===== src/rtl/systolic_pkg.sv =====
// Shared types for the systolic operand feeder: default sizes, operand type and feeder FSM states.
package systolic_pkg;

    localparam int N_DEF  = 4;
    localparam int DW_DEF = 8;

    typedef logic [DW_DEF-1:0] operand_t;

    typedef enum logic [2:0] {
        IDLE,
        LOAD,
        STREAM,
        DRAIN,
        DONE
    } feed_state_t;

endpackage


===== src/rtl/systolic_skew_feeder_skew_select.sv =====
// Diagonal skew lookup: for stream step s and lane index, the buffer slot feeding that lane
// (s - lane) and whether it lies inside the N-wide skew window.
module skew_select #(
    parameter int N   = 4,
    parameter int SW  = 3,
    parameter int SLW = 2
) (
    input  logic [SW-1:0]  s,
    input  logic [SW-1:0]  lane,
    output logic [SLW-1:0] slot,
    output logic           valid
);

    logic [SW-1:0] diff;

    assign diff  = s - lane;
    assign valid = (s >= lane) && (diff < SW'(N));
    assign slot  = diff[SLW-1:0];

endmodule


===== src/rtl/systolic_skew_feeder.sv =====
// Operand feeder for an N x N systolic MAC array: buffers one A/B operand set, then streams it
// to the array edges with diagonal skew, zero padding, a drain tail and a done pulse.
module systolic_skew_feeder
    import systolic_pkg::*;
#(
    parameter int N     = N_DEF,
    parameter int DW    = DW_DEF,
    parameter int DRAIN = N - 1
) (
    input  logic          clk,
    input  logic          rst_n,
    input  logic          in_valid,
    output logic          in_ready,
    input  logic [N*DW-1:0] in_a_col,
    input  logic [N*DW-1:0] in_b_row,
    output logic [N*DW-1:0] a_out,
    output logic [N*DW-1:0] b_out,
    output logic          acc_clr,
    output logic          busy,
    output logic          done
);

    localparam int SW  = $clog2(2 * N);
    localparam int CW  = $clog2(N + 1);
    localparam int DCW = (DRAIN > 0) ? $clog2(DRAIN + 1) : 1;
    localparam int SLW = (N > 1) ? $clog2(N) : 1;

    feed_state_t    state_q, state_d;
    logic [SW-1:0]  s_q, s_d;
    logic [CW-1:0]  cnt_q, cnt_d;
    logic [DCW-1:0] dcnt_q, dcnt_d;

    logic [N*DW-1:0] a_buf [N];
    logic [N*DW-1:0] b_buf [N];
    logic [N*DW-1:0] a_next, b_next;
    logic            accept, last_beat;

    assign in_ready  = (state_q == IDLE) || ((state_q == LOAD) && (cnt_q < CW'(N)));
    assign accept    = in_valid && in_ready;
    // cnt_q is 0 in IDLE, so this also covers the N == 1 case where the first beat is the last.
    assign last_beat = accept && (cnt_q == CW'(N - 1));

    always_comb begin
        state_d = state_q;
        s_d     = s_q;
        cnt_d   = cnt_q;
        dcnt_d  = dcnt_q;
        unique case (state_q)
            IDLE, LOAD: begin
                if (accept) begin
                    cnt_d   = cnt_q + 1'b1;
                    state_d = LOAD;
                    if (last_beat) begin
                        cnt_d   = '0;
                        s_d     = '0;
                        state_d = STREAM;
                    end
                end
            end
            STREAM: begin
                if (s_q == SW'(2 * N - 2)) begin
                    dcnt_d  = '0;
                    state_d = systolic_pkg::DRAIN;
                end else begin
                    s_d = s_q + 1'b1;
                end
            end
            systolic_pkg::DRAIN: begin
                // One cycle beyond DRAIN so the output register flushes the last stream beat
                // before done rises.
                if (dcnt_q == DCW'(DRAIN)) begin
                    state_d = DONE;
                end else begin
                    dcnt_d = dcnt_q + 1'b1;
                end
            end
            DONE: begin
                cnt_d   = '0;
                s_d     = '0;
                dcnt_d  = '0;
                state_d = IDLE;
            end
            default: state_d = IDLE;
        endcase
    end

    // Operand storage has no reset; its contents are meaningless until a full set is loaded.
    always_ff @(posedge clk) begin
        if (accept) begin
            a_buf[cnt_q[SLW-1:0]] <= in_a_col;
            b_buf[cnt_q[SLW-1:0]] <= in_b_row;
        end
    end

    // Lane i of A and lane j of B share the same skew (s - i), so one lookup serves both.
    for (genvar i = 0; i < N; i++) begin : g_lane
        logic [SLW-1:0] slot;
        logic           vld;

        skew_select #(
            .N   (N),
            .SW  (SW),
            .SLW (SLW)
        ) u_skew (
            .s     (s_q),
            .lane  (SW'(i)),
            .slot  (slot),
            .valid (vld)
        );

        assign a_next[i*DW +: DW] = ((state_q == STREAM) && vld) ? a_buf[slot][i*DW +: DW] : '0;
        assign b_next[i*DW +: DW] = ((state_q == STREAM) && vld) ? b_buf[slot][i*DW +: DW] : '0;
    end

    always_ff @(posedge clk or negedge rst_n) begin
        if (!rst_n) begin
            state_q <= IDLE;
            s_q     <= '0;
            cnt_q   <= '0;
            dcnt_q  <= '0;
            a_out   <= '0;
            b_out   <= '0;
            acc_clr <= 1'b0;
            busy    <= 1'b0;
            done    <= 1'b0;
        end else begin
            state_q <= state_d;
            s_q     <= s_d;
            cnt_q   <= cnt_d;
            dcnt_q  <= dcnt_d;
            a_out   <= a_next;
            b_out   <= b_next;
            acc_clr <= (state_q != STREAM) && (state_d == STREAM);
            busy    <= (state_d != IDLE);
            done    <= (state_d == DONE);
        end
    end

endmodule


===== config.mk =====
export PLATFORM = sky130hd
export DESIGN_NAME = systolic_skew_feeder
export DESIGN_NICKNAME = d
export VERILOG_FILES = /design/src/rtl/systolic_pkg.sv /design/src/rtl/systolic_skew_feeder_skew_select.sv /design/src/rtl/systolic_skew_feeder.sv
export SDC_FILE = /design/constraint.sdc
export NUM_CORES = 1
export LEC_CHECK = 0
export CAP_MARGIN = 20
export CORE_ASPECT_RATIO = 0.7
export CORE_MARGIN = 2
export CORE_UTILIZATION = 38
export DETAILED_ROUTE_END_ITERATION = 8
export PLACE_DENSITY = 0.64
export SLEW_MARGIN = 10
export SYNTH_ARGS = -nofsm -noshare
export SYNTH_HDL_FRONTEND = slang
export SYNTH_SLANG_ARGS = --single-unit

===== constraint.sdc =====
create_clock -name clk -period 5.95 [get_ports clk]
set_input_delay 0.595 -clock clk [delete_from_list [all_inputs] [get_ports clk]]
set_output_delay 0.595 -clock clk [all_outputs]
set_load 0.01 [all_outputs]

# Yosys cells after proc, flatten, opt, wreduce, memory -nomap -nowiden
# Memory sizes are Yosys's and may differ from the RTL's.
# Index checks and enable logic that the tools add are counted.
[totals]
register_bits = 78
ram_bits = 256
in_bits = 67
out_inout_bits = 68
word_cells = 88
memories = 2
[mem_list]
columns = ["name", "depth", "width", "read_ports", "rd_clocked_by_memory_dff", "write_ports", "line", "source"]
rows = [
  ["a_buf", 4, 32, 4, 0, 1, "systolic_skew_feeder.sv:33", "logic [N*DW-1:0] a_buf [N];"],
  ["b_buf", 4, 32, 4, 0, 1, "systolic_skew_feeder.sv:34", "logic [N*DW-1:0] b_buf [N];"],
]
[op_classes]
add_sub_neg = 6
magnitude_cmp = 9
n_eq_ne = 15
muxes = 25
reduce_logical = 22
[ops]
columns = ["op", "n"]
rows = [
  ["two-way mux 8 bit", 8],
  ["two-way mux 3 bit", 8],
  ["case mux 3 bit (3 select lines)", 2],
  ["< comparator 3 bit (second input constant)", 5],
  ["== test 3 x 2 -> 1 bit (second input constant)", 4],
  ["logical AND 1 bit", 12],
  ["!= test 2 bit (second input constant)", 5],
  ["== test 3 bit (second input constant)", 3],
  ["nonzero test 3 bit", 3],
  ["adder 3 x 1 -> 3 bit (second input constant)", 2],
  ["greater-or-equal comparator 3 x 1 -> 1 bit (second input constant)", 2],
  ["greater-or-equal comparator 3 x 2 -> 1 bit (second input constant)", 2],
  ["two-way mux 2 bit", 3],
  ["case mux 2 bit (3 select lines)", 1],
  ["case mux 3 bit (2 select lines)", 1],
  ["subtractor 3 x 2 -> 3 bit (second input constant)", 2],
  ["AND reduction 4 bit", 1],
  ["== test 3 x 1 -> 1 bit (second input constant)", 1],
  ["zero test 3 bit", 1],
  ["!= test 3 x 2 -> 1 bit (second input constant)", 1],
  ["AND reduction 3 bit", 1],
  ["subtractor 3 x 1 -> 3 bit (second input constant)", 1],
  ["adder 2 x 1 -> 2 bit (second input constant)", 1],
  ["== test 2 bit (second input constant)", 1],
  ["other kinds (5)", 6],
]

# Longest topological paths before layout
# Gate-level depths: netlist (run 1).
[depth]
depth_word = 10
depth_mapped = 9
ltp_nobuf = 6

# Modules after synthesis
# From an unflattened synthesis (run 1), not the netlist that was laid out.
[hier_totals]
cells_unflattened = 610
hier_area_um2 = 12721.0
[by_module_without_submodules]
columns = ["module", "instances", "cells_per_inst", "area_per_inst_um2", "seq_area_each_um2"]
rows = [
  ["systolic_skew_feeder", 1, 550, 12230.5, 9639.2],
  ["skew_select", 4, 15, 122.6, 0.0],
]

# Worst setup path after synthesis (run 1)
# OpenSTA, ideal clock, no wires.
[synth_timing]
kind = "reg2reg"
start = "register state_q[2]"
end = "memory a_buf[0][0] in the netlist's numbering, enable pin"
setup_time_ns = 0.429
arrival_ns = 2.438
required_ns = 5.521
path_slack_ns = 3.082
path_stages_with_launch = 4
n_path_buf = 1
period_less_slack_ns = 2.868
cell_sequence = "dfrtp_1 buf_2 a211oi_4 and3_1"
[synth_between]
elab_chain_len = 6
elab_cells_between_ends = 7
classes_between = "eq/ne (1); mux (2); reduce/logical (4)"
[synth_lines]
columns = ["element", "line", "source"]
rows = [
  ["start: declaration", "systolic_skew_feeder.sv:28", "feed_state_t state_q, state_d;"],
  ["start signal: assignment", "systolic_skew_feeder.sv:127", "state_q <= state_d;"],
  ["== test 3 x 1 -> 1 bit", "systolic_skew_feeder.sv:38", "assign in_ready = (state_q == IDLE) || ((state_q == LOAD) && (cnt_q < CW'(N)));"],
  ["logical AND 1 bit", "systolic_skew_feeder.sv:38", ""],
  ["logical OR 1 bit *", "systolic_skew_feeder.sv:38", ""],
  ["net in_ready", "systolic_skew_feeder.sv:13", "output logic in_ready,"],
  ["logical AND 1 bit *", "systolic_skew_feeder.sv:39", "assign accept = in_valid && in_ready;"],
  ["two-way mux 1 bit *", "systolic_skew_feeder.sv:89", "if (accept) begin"],
  ["two-way mux 1 bit (implied by the code) *", "systolic_skew_feeder.sv:90", "a_buf[cnt_q[SLW-1:0]] <= in_a_col;"],
  ["end: declaration", "systolic_skew_feeder.sv:33", ""],
]
# Mark *: on every way through the listed nets, which the timed path passes. The rest lies on a longest branch.

# Final worst setup path (run 1)
[layout_timing]
start = "register s_q[1]"
end = "register b_out[28]"
[layout_between]
elab_chain_len = 5
elab_cells_between_ends = 7
classes_between = "add/sub (1); order compare (2); mux (1); reduce/logical (2); memory (1)"
[layout_lines]
columns = ["element", "line", "source"]
rows = [
  ["start: declaration", "systolic_skew_feeder.sv:29", "logic [SW-1:0] s_q, s_d;"],
  ["start signal: assignment", "systolic_skew_feeder.sv:118", "s_q <= '0;"],
  ["start signal: assignment", "systolic_skew_feeder.sv:128", "s_q <= s_d;"],
  ["subtractor 3 x 2 -> 3 bit", "systolic_skew_feeder_skew_select.sv:16", "assign diff = s - lane;"],
  ["< comparator 3 bit", "systolic_skew_feeder_skew_select.sv:17", "assign valid = (s >= lane) && (diff < SW'(N));"],
  ["logical AND 1 bit", "systolic_skew_feeder_skew_select.sv:17", ""],
  ["logical AND 1 bit", "systolic_skew_feeder.sv:112", "assign b_next[i*DW +: DW] = ((state_q == STREAM) && vld) ? b_buf[slot][i*DW +: DW] : '0;"],
  ["two-way mux 8 bit *", "systolic_skew_feeder.sv:112", ""],
  ["net b_next[28]", "systolic_skew_feeder.sv:35", "logic [N*DW-1:0] a_next, b_next;"],
  ["end signal: assignment", "systolic_skew_feeder.sv:132", "b_out <= b_next;"],
  ["end: declaration", "systolic_skew_feeder.sv:17", "output logic [N*DW-1:0] b_out,"],
]
# Marked as above.
# A chain may end at the register's enable or synchronous reset.

==> impl_metrics.json, run 1 <==
{
  "status": "complete, no violations",
  "ant_nets": 0,
  "critPathMaxFanout": 36,
  "num_vias": 5727,
  "cts_resized": 0,
  "yosys.area.top_type": "edfxtp_1",
  "worstPathRequired_ns": 6.35,
  "power_uw": 6830,
  "clk_pin_slew_ns": 0.06,
  "routedWlPerCell_um": 20.8,
  "fin_util_pct": 48.0,
  "pwr-share-comb_pct": 22.0,
  "dr.pass1.iters": 5,
  "hp-class": "primary input to async pin",
  "synth_mux_area_share_pct": 12.4,
  "start_kind": "flop",
  "power.share.switching_pct": 26.4,
  "timing.hold.ws_ns": 0.0281,
  "syn-num-nets": 640,
  "period_minus_slack_ns": 2.94,
  "dr.max_layer_used": "met5",
  "synthSimpleGateAreaFrac_pct": 4.60,
  "ys_seq_area_share_pct": 79.0,
  "place_congestion": 0.678,
  "ys_types": 33,
  "met2_length_um": 11900,
  "synth_xor_area_share_pct": 0.287,
  "setup_viol": 0,
  "drv_cap": 0,
  "intPower_uw": 5020,
  "ys_ff_latch": 334,
  "fmax_ghz": 0.340,
  "mostFrequentLayoutCell": "edfxtp_1",
  "hold_buffers": 0,
  "ir_drop_v": 0.000221,
  "routed_via_density": 4.96,
  "antenna_found_initial": 1,
  "wl_met3_um": 1170,
  "cts_tree": "done",
  "core_um2": 31400,
  "grt_max_degree": 65,
  "crit_type": "flop to flop",
  "grt_first_pass_wirelength_um": 37100,
  "syn_area_per_cell_um2": 21.7,
  "final_nets": 786,
  "yosys_warnings": 0,
  "wirelength_met1_um": 10600,
  "cts_buffers": 35,
  "crit_arrival_ns": 3.34,
  "grt_setup_unrepaired": "false",
  "drv_slew": 0,
  "p_sw_uw": 1800,
  "async_flop_share_pct": 23.4,
  "clockRootBuffer": "clkbuf_16",
  "initial_core_util_pct": 38.8,
  "area_delta_synth_final_pct": 23.5,
  "layout_common_cells": "edfxtp_1, clkdlybuf4s50_1, dfrtp_1",
  "die_area_um2": 33600,
  "synth_top_family_by_area": "multiplexers",
  "antenna_cells": 0,
  "fin_skew_ns": 0.0106,
  "port_buffers": 134,
  "worstRegToRegCells": 4,
  "r2r-end": "b_out[28]",
  "ys_dominant_reg_cell": "edfxtp_1",
  "overflow": 0,
  "p_per_area_nw_per_um2": 453,
  "hold_viol": 0,
  "h-tree-depth": 2,
  "p_seq_share_pct": 46.5,
  "grt_pass1_vias": 6353,
  "final.setup.tns_ns": 0,
  "clk_latency_ns": 0.50,
  "drive_above_1_share_pct": 17.1,
  "rows": 54,
  "hpwl_um": 13800,
  "wirelength_um": 24100,
  "synth_cells": 563,
  "grt_usage_pct": 14.8,
  "synth-compound-area-share_pct": 0.953,
  "clockBufferDepth": 3,
  "regToRegSetupSlack_ns": 3.01,
  "synthTopCellsByArea": "edfxtp_1, dfrtp_1, mux4_2",
  "worstReg2RegStart": "s_q[1]",
  "die_w_um": 218,
  "synth-adder-area-share_pct": 1.03,
  "fin_crit_sh_pct": 49.4,
  "die_height_um": 154,
  "io_pins": 135,
  "drc_errors": 0,
  "max_slew_margin_pct": 27.6,
  "clkSinkCount": 334,
  "clkPwrFrac_pct": 31.5,
  "cts_setup_buffers": 0,
  "critPathCaptureType": "flop",
  "synth_area_um2": 12200,
  "yosys.area.top_type_share_pct": 63.0,
  "p_leak_uw": 0.00541,
  "drtIter0Drc": 354,
  "worst_pin_slew_ns": 1.09,
  "synth-edff-count": 256
}
==> worst max-delay path, stage by stage (launching register included) <==
cell and delay, ns:
dfrtp_2 0.98, inv_1 0.21, ha_2 1.01, mux4_2 0.42
and3_1 0.19
==> cells in the mapped netlist, types with 2 or more instances <==
library cell,count
buf_2,7
xor2_1,2
edfxtp_1,256
dfrtp_1,78
nor2b_1,19
nor2_1,5
and3_1,52
xnor2_1,2
nor3_1,2
a21oi_1,6
buf_12,4
mux4_2,60
nand2_1,8
mux2i_1,4
inv_1,6
clkbuf_1,16
o22ai_1,2
and2_1,4
buf_6,2
ha_1,10
mux4_1,4
o21ai_0,3
==> registers in the layout (all words and copies together), names as in the netlist <==
register  cells
b_buf       128
a_buf       128
state_q       3
b_out        32
acc_clr       1
dcnt_q        2
busy          1
a_out        32
done          1
s_q           3
cnt_q         3
==> per-layer routing <==
layer	GRT usage, %	vias up
met3	3.88	32
met4	4.24	2
li1	-	2546
met5	0	-
met2	24.6	141
met1	19.2	3006
==> power by group through the flow <==
| stage | clock (µW) | combinational [µW] | sequential (µW) |
|---|---|---|---|
| 6_report | 2150 | 1500 | 3170 |
| 5_1_grt | 2310 | 1640 | 3220 |
| 4_1_cts | 2220 | 1550 | 3190 |
| 3_5_place_dp | 0 | 1540 | 3230 |
| 3_3_place_gp | 0 | 1500 | 3200 |
| 2_1_floorplan | 0 | 1150 | 3110 |
==> stage by stage <==
| stage | cell area (µm²) | instances | worst slack, ns |
|---|---|---|---|
| finish | 15100 | 1155 | 3.01 |
| floorplan | 12200 | 563 | 3.08 |
| global route | 15100 | 1155 | 2.81 |
| CTS | 15100 | 1155 | 2.93 |
| detailed placement | 13900 | 1092 | 2.94 |
| global placement | 13900 | 1092 | 3.02 |
==> cells by family (layout without fill, tap and decap cells) <==
family / count (synthesis) / in the layout
xor+xnor: 4 / 4
fa+ha+maj: 10 / 10
buf+inv: 35 / 207
simple gates: 94 / 94
compound gates: 17 / 17
flops: 334 / 334
mux: 69 / 69
==> worst max-delay path by stage <==
| stage | startpoint | to | slack (ns) | cells past startpoint |
|---|---|---|---|---|
| finish | s_q[1] | b_out[28] | 3.01 | 4 |
| global route | s_q[1] | b_out[28] | 2.81 | 4 |
| CTS | s_q[1] | b_out[30] | 2.93 | 4 |
| detailed placement | s_q[1] | a_out[30] | 2.94 | 4 |
| global placement | s_q[1] | a_out[8] | 3.02 | 4 |
| floorplan | state_q[2] | a_buf[0][0] | 3.08 | 3 |
==> area by class of cell <==
type | count | area, µm²
clock buffers | 48 | 997
clock inverters | 15 | 150
fillers | 2556 | 16300
inverters | 6 | 22.5
multi-input cells | 194 | 2370
flip-flops and latches | 334 | 9640
well taps | 420 | 526
repair buffers | 138 | 1370
Power figures use the tool's default switching activity.
==> inputs of run 2 (changes only) <==
PLACE_DENSITY = 0.66   (was 0.64)
clock period = 2.6 ns   (was 5.95 ns; I/O delays follow)
==> impl_metrics.json, run 2 (synthesis gave the netlist of run 1 again) <==
{
  "status": "complete, no violations",
  "hold_viol": 0,
  "die_area_um2": 33600,
  "port_buffers": 134,
  "ff_latch_area_um2": 9640,
  "worstRegToRegCells": 6,
  "critPathMaxFanout": 11,
  "cts_tree": "done",
  "fmax_ghz": 0.417,
  "p_leak_uw": 0.00552,
  "routed_via_density": 4.93,
  "cts_buffers": 35,
  "worst_pin_slew_ns": 0.852,
  "clockRootBuffer": "clkbuf_16",
  "overflow": 0,
  "hp-class": "primary input to async pin",
  "regToRegSetupSlack_ns": 0.49,
  "antenna_cells": 0,
  "place_congestion": 0.720,
  "crit_slowest_cell": "clkdlybuf4s50_1",
  "die_w_um": 218,
  "setup_viol": 0,
  "drtIter0Drc": 381,
  "ant_nets": 0,
  "initial_core_util_pct": 38.8,
  "grt_max_degree": 65,
  "drv_slew": 0,
  "h-tree-depth": 2,
  "critPathCaptureType": "output pin",
  "p_per_area_nw_per_um2": 1030,
  "layout_common_cells": "edfxtp_1, clkdlybuf4s50_1, dfrtp_1",
  "antenna_found_initial": 2,
  "rows": 54,
  "n_fill_cell": 2579,
  "max_slew_margin_pct": 43.2,
  "final_nets": 800,
  "multi_input_area_um2": 2380,
  "grt_usage_pct": 14.9,
  "wirelength_um": 24600,
  "crit_path_max_incr_delay_ns": 0.63,
  "worstPathRequired_ns": 2.34,
  "drive_above_1_share_pct": 19.6,
  "die_height_um": 154,
  "worstReg2RegStart": "s_q[0]",
  "num_vias": 5760,
  "start_kind": "flop",
  "grt_setup_unrepaired": "false",
  "hpwl_um": 14700,
  "period_minus_slack_ns": 2.40,
  "area_delta_synth_final_pct": 25.2,
  "fin_crit_sh_pct": 92.2,
  "drv_cap": 0,
  "grt_pass1_vias": 6145,
  "routedWlPerCell_um": 21.0,
  "ir_drop_v": 0.000525,
  "drc_errors": 0,
  "path_cells": "a211oi_4 -> clkdlybuf4s50_1",
  "cts_resized": 0,
  "power_uw": 15700,
  "fin_skew_ns": 0.00878,
  "core_um2": 31400,
  "clkSinkCount": 334,
  "crit_arrival_ns": 2.14,
  "io_pins": 135,
  "clk_latency_ns": 0.50,
  "clockBufferDepth": 3,
  "dr.pass1.iters": 4,
  "r2r-end": "a_out[15]",
  "mostFrequentLayoutCell": "edfxtp_1",
  "clk_pin_slew_ns": 0.06,
  "crit_type": "flop to output pin",
  "final.setup.tns_ns": 0,
  "grt_first_pass_wirelength_um": 37700
}
-- run 2: final cells by class --
cell class / instances / area share [%]
flip-flops and latches: 334 / 63.1
clock inverters: 19 / 0.810
well taps: 420 / 3.44
inverters: 6 / 0.147
multi-input cells: 194 / 15.5
repair buffers: 152 / 10.4
clock buffers: 44 / 6.56
-- run 2: worst max-delay path by stage --
| stage | from | endpoint | slack, ns | cells after the start |
|---|---|---|---|---|
| 2_1_floorplan | s_q[1] | a_out[25] | 0.26 | 8 |
| 3_3_place_gp | s_q[0] | a_out[14] | 0.43 | 6 |
| 3_5_place_dp | s_q[0] | a_out[11] | 0.40 | 6 |
| 4_1_cts | state_q[0] | in_ready | 0.20 | 2 |
| 5_1_grt | state_q[0] | in_ready | 0.13 | 2 |
| 6_report | state_q[0] | in_ready | 0.20 | 2 |
-- run 2: what timing repair did --
| item | in CTS | in global routing |
|---|---|---|
| setup buffers | 0 | 0 |
| hold buffers | 1 | 0 |
| endpoints found under the hold margin | 45 | 0 |
-- run 2: power by group --
part / switching (µW) / total (µW) / internal, µW / leakage [µW]
clock network: 1930 / 4760 / 2830 / 0.000568
logic: 1920 / 3880 / 1950 / 0.00155
registers: 322 / 7040 / 6720 / 0.00340
-- run 2: metrics by stage --
step / setup WS (ns) / instance area, µm² / std cells / hold WS [ns] / util [%]
after floorplan: 0.260 / 12200 / 563 / -0.0356 / -
after global placement: 0.430 / 14100 / 1105 / 0.362 / 45.0
after detailed placement: 0.400 / 14100 / 1105 / 0.367 / 45.0
after CTS: 0.196 / 15300 / 1169 / 0.375 / 48.6
after global routing: 0.134 / 15300 / 1169 / 0.395 / 48.6
final: 0.202 / 15300 / 1169 / 0.365 / 48.6
-- run 2: routing by layer --
metal  global-route usage (%)  up-vias  wire [µm]
met5                        0        -          0
met4                     3.24        0        349
met3                     3.80       27       1600
met2                     22.7      144      11300
met1                     21.8     3031      11300
li1                         -     2558          -
-- run 2: worst max-delay path, delay by kind of cell, from the launching register on --
kind                   cells  cell delay (ns)
AO/OA/AOI/OAI              1             0.46
buffers and inverters      1             0.63
flip-flops                 1             0.56
==> inputs of run 3 (changes only) <==
==> constraint.sdc (replaced) <==
create_clock -name clk -period 2.6 [get_ports clk]
set_input_delay 0.52 -clock clk [delete_from_list [all_inputs] [get_ports clk]]
set_output_delay 0.52 -clock clk [all_outputs]
set_load 0.01 [all_outputs]
==> impl_metrics.json, run 3 (synthesis gave the netlist of run 1 again) <==
{
  "drive_above_1_share_pct": 19.3,
  "timing.hold.ws_ns": 0.0420,
  "ir_drop_v": 0.000446,
  "ant_nets": 0,
  "cts_buffers": 34,
  "routedWlPerCell_um": 20.9,
  "rows": 54,
  "worst_pin_slew_ns": 0.840,
  "grt_pass1_vias": 6177,
  "setup_viol": 0,
  "hp-class": "primary input to async pin",
  "drc_errors": 0,
  "fin_crit_sh_pct": 92.3,
  "routed_via_density": 4.89,
  "drv_cap": 0,
  "clkPwrFrac_pct": 30.2,
  "intPower_uw": 11500,
  "pwr-share-comb_pct": 25.2,
  "num_vias": 5727,
  "final.setup.tns_ns": 0,
  "fin_skew_ns": 0.0250,
  "mostFrequentLayoutCell": "edfxtp_1",
  "clockBufferDepth": 3,
  "hold_buffers": 0,
  "power_uw": 15700,
  "antenna_cells": 0,
  "period_minus_slack_ns": 2.40,
  "fmax_ghz": 0.417,
  "grt_usage_pct": 15.0,
  "drtIter0Drc": 483,
  "wirelength_um": 24400,
  "final_nets": 802,
  "clk_pin_slew_ns": 0.06,
  "die_w_um": 218,
  "pre_cts_slack_ns": 0.395,
  "hpwl_um": 15100,
  "crit_arrival_ns": 1.88,
  "clockRootBuffer": "clkbuf_16",
  "fin_ws_ns": 0.199,
  "area_delta_synth_final_pct": 25.0,
  "crit_type": "flop to output pin",
  "die_area_um2": 33600,
  "clkSinkCount": 334,
  "start_kind": "flop",
  "h-tree-depth": 2,
  "status": "complete, no violations",
  "place_congestion": 0.718,
  "worstPathRequired_ns": 2.08,
  "drv_slew": 0,
  "p_leak_uw": 0.00550,
  "grt_first_pass_wirelength_um": 37700,
  "layout_common_cells": "edfxtp_1, clkdlybuf4s50_1, dfrtp_1",
  "dr.pass1.iters": 5,
  "core_um2": 31400,
  "port_buffers": 134,
  "grt_max_degree": 44,
  "p_per_area_nw_per_um2": 1030,
  "p_sw_uw": 4210,
  "initial_core_util_pct": 38.8,
  "clk_latency_ns": 0.51,
  "antenna_found_initial": 1,
  "hold_viol": 0,
  "p_seq_share_pct": 44.6,
  "cts_tree": "done",
  "max_slew_margin_pct": 44.0,
  "critPathMaxFanout": 8,
  "overflow": 0,
  "io_pins": 135,
  "grt_setup_unrepaired": "false",
  "critPathCaptureType": "output pin",
  "power.share.switching_pct": 26.9,
  "die_height_um": 154
}
run 3: area by class of cell:
cell class	count	area (µm²)
repair buffers	155	1600
flip-flops and latches	334	9640
well taps	420	526
clock buffers	43	946
inverters	6	22.5
fillers	2550	16200
clock inverters	18	149
multi-input cells	194	2380
run 3: power groups by stage:
stage | combinational (µW) | sequential (µW) | clock [µW]
global placement | 4000 | 7080 | 0
global route | 4290 | 7070 | 5060
finish | 3940 | 6990 | 4730
CTS | 4030 | 7000 | 4850
floorplan | 2630 | 7080 | 0
detailed placement | 4020 | 7100 | 0
run 3: stage by stage:
stage	utilization, %	std cells	cell area (µm²)
floorplan	-	563	12200
global placement	45.1	1108	14200
detailed placement	45.1	1108	14200
CTS	48.5	1169	15300
global route	48.6	1170	15300
finish	48.6	1170	15300
run 3: worst max-delay path, stage by stage, from the launching register on:
cell	delay [ns]
dfrtp_1	0.48
a211oi_4	0.32
clkdlybuf4s50_1	0.59
run 3: metal layers:
| metal | vias to the layer above | wire length [µm] | global-route usage, % |
|---|---|---|---|
| li1 | 2556 | - | - |
| met1 | 2978 | 11500 | 21.7 |
| met2 | 148 | 11000 | 22.5 |
| met3 | 43 | 1460 | 3.56 |
| met4 | 2 | 485 | 4.41 |
| met5 | - | 10 | 0 |
run 3: timing repair:
item	in CTS	in global routing
gates resized for setup	0	0
setup buffers	0	1
endpoints found under the setup margin	0	1
run 3: worst paths after layout:
path / slack (ns) / endpoint / start / depth (start not counted)
min in group clk: 0.56 / dcnt_q[1] / dcnt_q[1] / 2
setup reg to reg: 0.56 / b_out[9] / s_q[1] / 6
setup / recovery: 0.20 / in_ready / state_q[1] / 2
max in group asynchronous: 1.91 / a_out[24] / rst_n / 2
hold / removal: 0.04 / a_out[20] / rst_n / 1
hold reg to reg: 0.56 / dcnt_q[1] / dcnt_q[1] / 2
==> RTL change 1 (flow settings as in run 1) <==
The package constant `N_DEF` goes from 4 to 2.
--- a/src/rtl/systolic_pkg.sv
+++ b/src/rtl/systolic_pkg.sv
@@ -2,5 +2,5 @@
 package systolic_pkg;
 
-    localparam int N_DEF  = 4;
+    localparam int N_DEF  = 2;
     localparam int DW_DEF = 8;
 
Interface: changed (resized a_out, b_out, in_a_col and in_b_row); port bits go from 135 to 71. No check against the original RTL was run, so the function may have changed too.
==> RTL change 1 against run 1 <==
- setup slack better by 0.42 ns
- routed wire length decreased by 73%
- sequential share of layout area fell by 4.9 points
- final area shrank 66%
- area after synthesis fell by 67%
- synthesized cell count decreased by 60%
- core utilization rose by 1.6 points
- combinational power is 58% lower
- sequential cell count down 227
- power down 66%
==> RTL change 1: results (changes against run 1) <==
Drt
  – Wirelength per Cell: 15.2 um (-27%)
  – Routed via count: 1979 (-65%)
  – 1st-iter DRT viols: 129 (-64%)
  – Drt pass-1 iters: 4 (-1)

Timing
  – Clock Skews: 0.00919 ns (-0.00138 ns)
  – Slew of the pin with the lowest slew margin: 1.03 ns (-0.0566 ns)

Pwr
  – Peak supply drop: 0.220 mV (-0.33%)
  – Leakage power: 0.00190 uW (-65%)

CTS
  – Clock latency on the worst-skew pair: 0.34 ns (-0.16 ns)
  – CTS root buffer: clkbuf_16
  – H-Tree Depth: 3 (+1)
  – Clock buffer count from CTS: 9 (-74%)
  – Max clock buf depth: 2 (-1)

Placed design
  – Post-DP HPWL: 4190 um (-70%)
  – GPL Wtd Cong: 0.698 (+3.0%)
  – IO buf count: 70 (-48%)

Logic synthesis
  – Ranking of synthesized cells by area: edfxtp_1 48%, dfrtp_1 27%, mux2i_1 8.1%, nor2_4 5.7%, nor2_1 1.5%
  – Syn_nets: 262 (-59%)
  – Commonest cells in the netlist: 64 x edfxtp_1, 43 x dfrtp_1, 32 x mux2i_1, 20 x nor2_4, 16 x nor2_1
  – Synth Area in XOR/XNOR: 0 (-0.00287)
  – Post-synthesis mux area share: 0.0807 (-0.0428)
  – Sequential area share after synthesis: 0.756 (-0.0342)
  – Synth Area in Adders: 0.00315 (-0.00710)
  – Fraction of registers with async set/reset: 0.402 (+0.168)
  – Number of flops mapped to enable cells by yosys: 64 (-75%)
  – Post-synth cell types: 31 (-6.1%)

Global routing
  – Pin count of the biggest net entering global routing: 44 (-32%)
  – GRT Overall Usage: 0.125 (-0.0228)
  – First-pass GRT wire length: 10400 um (-72%)
  – Initial antenna violation count: 0 (-1)
  – Vias in the first global route: 1996 (-69%)

Critical path
  – CP top delay family: flip-flops
  – CP max FO: 35 (-2.8%)
  – Critical path arrival: 2.78 ns (-0.56 ns)
  – Critical path's slowest cell: dfrtp_2
  – CP max stage delay: 1.05 ns (+0.04 ns)

Status
  – Run status: finished, final reports clean

Layout
  – Post-layout nets: 335 (-57%)
  – Layout cells sized above 1: 0.145 (-0.0267)
[RTL change 1: changes by cell type after synthesis, sizes merged, moves of 9 or more]
cell           run 1  this run
nor2               6        37
edfxtp           256        64
and3              52         1
mux4              64         0
ha                10         1
clkbuf            16         0
dfrtp             78        43
mux2i              4        32
nor2b             19         3
[RTL change 1: area by class of cell]
cell class,count,area (um2)
repair buffers,73,751
clock inverters,5,62.6
flip-flops and latches,107,3000
well taps,132,165
fillers,856,5160
inverters,3,11.3
multi-input cells,105,857
clock buffers,11,233
[RTL change 1: per-stage QoR]
step           cells  worst slack, ns  hold slack, ns  instance area [um2]
2_1_floorplan    226             3.77           0.299                 3970
3_3_place_gp     418             3.28           0.470                 4740
3_5_place_dp     418             3.19           0.481                 4740
4_1_cts          434             3.19           0.466                 5030
5_1_grt          436             3.29           0.161                 5080
6_report         436             3.43           0.154                 5080
[RTL change 1: report_power, final]
part           switching, uW  internal (uW)
logic                    307            319
registers                130            979
clock network            252            329
total                    689           1630
[RTL change 1: final timing paths]
check	start	endpoint	slack (ns)	cells after the start
min in group clk	a_buf[1][15]	a_out[15]	0.49	2
worst max register to register	s_q[0]	a_out[9]	3.43	5
max in group asynchronous	rst_n	s_q[0]	5.30	2
worst min register to register	a_buf[1][15]	a_out[15]	0.49	2
worst max-delay path	s_q[0]	a_out[9]	3.43	5
worst min-delay path	rst_n	b_out[5]	0.15	1
[RTL change 1: layer usage]
| metal | vias to the layer above | routed length, um | GRT usage |
|---|---|---|---|
| li1 | 956 | - | - |
| met1 | 952 | 3200 | 0.174 |
| met2 | 66 | 2930 | 0.184 |
| met3 | 5 | 433 | 0.0539 |
| met4 | 0 | 40 | 0.0300 |
| met5 | - | 0 | 0 |
==> RTL change 2 (flow settings as in run 1) <==
Without the edit above. Make the reset (`rst_n`) synchronous in one clocked block.
--- a/src/rtl/systolic_skew_feeder.sv
+++ b/src/rtl/systolic_skew_feeder.sv
@@ -113,5 +113,5 @@
     end
 
-    always_ff @(posedge clk or negedge rst_n) begin
+    always_ff @(posedge clk) begin
         if (!rst_n) begin
             state_q <= IDLE;
Check against the original RTL: differs if rst_n is asserted again (counterexample within 4 cycles, from zero or initial values and one cycle with rst_n low); with rst_n held inactive, the same outputs for 10 cycles.
==> RTL change 2 against run 1 <==
- core utilization about the same
- sequential cell count unchanged
- setup slack got worse by 0.0072 ns
- area after synthesis shrank 3.4%
- via count down 0.94%
- final area down 3.5%
- clock skew decreased by 0.0013 ns
- routed wire length shrank 2.9%
- highest routed layer unchanged
Power is not compared: it rests on default switching activity, and its combinational part moved more than twofold at a synthesized area within 25%.
==> RTL change 2: results (changes against run 1) <==
Status
  – Run status: finished, final reports clean

Logic synthesis
  – Post-Syn Instances: 566 (+0.53%)
  – Ranking of synthesized cells by area: edfxtp_1 65%, dfxtp_1 13%, mux4_2 12%, and3_1 2.0%, nor2b_1 1.8%
  – Syn_nets: 643 (+0.47%)
  – Commonest cells in the netlist: 256 x edfxtp_1, 78 x dfxtp_1, 64 x mux4_2, 38 x and3_1, 34 x nor2b_1
  – Sequential area share after synthesis: 0.784 (-0.00545)
  – Post-synth cell types: 40 (+21%)
  – Fraction of registers with async set/reset: 0 (-0.234)
  – Synthesis warning total: 0 (unchanged)

Drt
  – Drt pass-1 iters: 6 (+1)
  – 1st-iter DRT viols: 439 (+24%)
  – Wirelength per Cell: 20.4 um (-2.2%)
  – Post-DR vias/cell: 4.95 (-0.25%)

CTS
  – Post-CTS Resized: 0 (unchanged)
  – H-Tree Depth: 1 (-1)
  – CTS root buffer: clkbuf_16
  – Clock latency on the worst-skew pair: 0.55 ns (+0.05 ns)
  – Setup Fix Bufs, Post-CTS: 0 (unchanged)
  – CTS clk-pin slew, worst paths: 0.06 ns (about the same)
  – Clock buffer count from CTS: 31 (-11%)

Critical path
  – RR Startpoint: s_q[1]
  – RR Endpoint: a_out[11]
  – Reg2reg path depth: 4 (unchanged)
  – Internal reg-to-reg setup slack: 3.00 ns (about the same)
  – CP max FO: 35 (-2.8%)

Global routing
  – GRT Overall Usage: 0.144 (-0.00347)
  – Initial antenna violation count: 2 (+1)
  – Vias in the first global route: 5966 (-6.1%)
  – Pin count of the biggest net entering global routing: 66 (+1.5%)
  – First-pass GRT wire length: 35200 um (-5.0%)

Timing
  – Max_slew headroom: 0.290 (+0.0131)
  – Clock Skews: 0.00930 ns (-0.00127 ns)

Placed design
  – GPL Wtd Cong: 0.720 (+6.2%)
  – Dpl cell area: 13600 um2 (-2.7%)
  – Post-Place Setup Slack: 2.91 ns (-0.0301 ns)
  – Post-DP HPWL: 13400 um (-2.6%)

Layout
  – Filler cells: 2469 (-3.4%)
  – Cell Count, Final, Fillers Out: 1147 (-0.69%)
  – Post-layout nets: 788 (+0.25%)

Worst hold path
  – Hold Crit Class: reg -> reg
  – Hold path depth: 2

Pwr
  – Leakage power: roughly 0.0048 uW
==> RTL change 2: cell type report <==
type | instances | area, um2 | share of cell area
clock buffers | 41 | 863 | 0.0593
clock inverters | 16 | 114 | 0.00782
flip-flops and latches | 334 | 9250 | 0.636
multi-input cells | 202 | 2410 | 0.165
repair buffers | 137 | 1380 | 0.0951
inverters | 5 | 18.8 | 0.00129
well taps | 412 | 515 | 0.0354
==> RTL change 2: layer usage <==
metal  wire (um)  global-route usage
met1       10500               0.199
met2       10900               0.237
met3        1430              0.0337
met4         452              0.0299
met5          27                   0
==> RTL change 2: cells by family (layout without fill, tap and decap cells) <==
logic type | after synthesis | in the layout | synth area share
AOI/OAI and AO/OA | 16 | 16 | 0.00997
xor gates and xnor gates | 1 | 1 | 0.000743
adders and majority gates | 10 | 10 | 0.0106
buffers and inverters | 30 | 199 | 0.0135
DFF | 334 | 334 | 0.784
muxes | 65 | 65 | 0.123
and+or+nand+nor | 110 | 110 | 0.0578
==> RTL change 2: through the flow <==
step / power [uW] / util / hold slack (ns)
2_1_floorplan: 2720 / - / 0.464
3_3_place_gp: 2800 / 0.447 / 0.475
3_5_place_dp: 2810 / 0.447 / 0.493
4_1_cts: 4690 / 0.479 / 0.502
5_1_grt: 4810 / 0.480 / 0.539
6_report: 4650 / 0.480 / 0.500
==> RTL change 2: worst max-delay path by stage <==
| stage | end | cells after the start | from | slack, ns |
|---|---|---|---|---|
| floorplan | a_buf[3][0] | 3 | state_q[0] | 3.03 |
| global placement | b_out[13] | 4 | s_q[1] | 3.03 |
| detailed placement | a_out[14] | 5 | rst_n | 2.91 |
| CTS | a_out[11] | 4 | s_q[1] | 2.91 |
| global route | a_out[11] | 4 | s_q[1] | 2.78 |
| finish | a_out[11] | 4 | s_q[1] | 3.00 |
==> RTL change 2: worst max-delay path, cell delays in order (launching register included) <==
cell	delay (ns)
dfxtp_2	0.94
inv_1	0.24
ha_2	1.02
mux4_2	0.42
nor2b_1	0.15
==> RTL change 2: power by group through the flow <==
stage                     Clock (uW)  Combinational [uW]  Sequential [uW]
after global placement             0                 150             2650
after global routing            2020                 172             2610
final                           1880                 158             2600
after floorplan                    0                66.8             2650
after detailed placement           0                 156             2660
after CTS                       1930                 157             2610
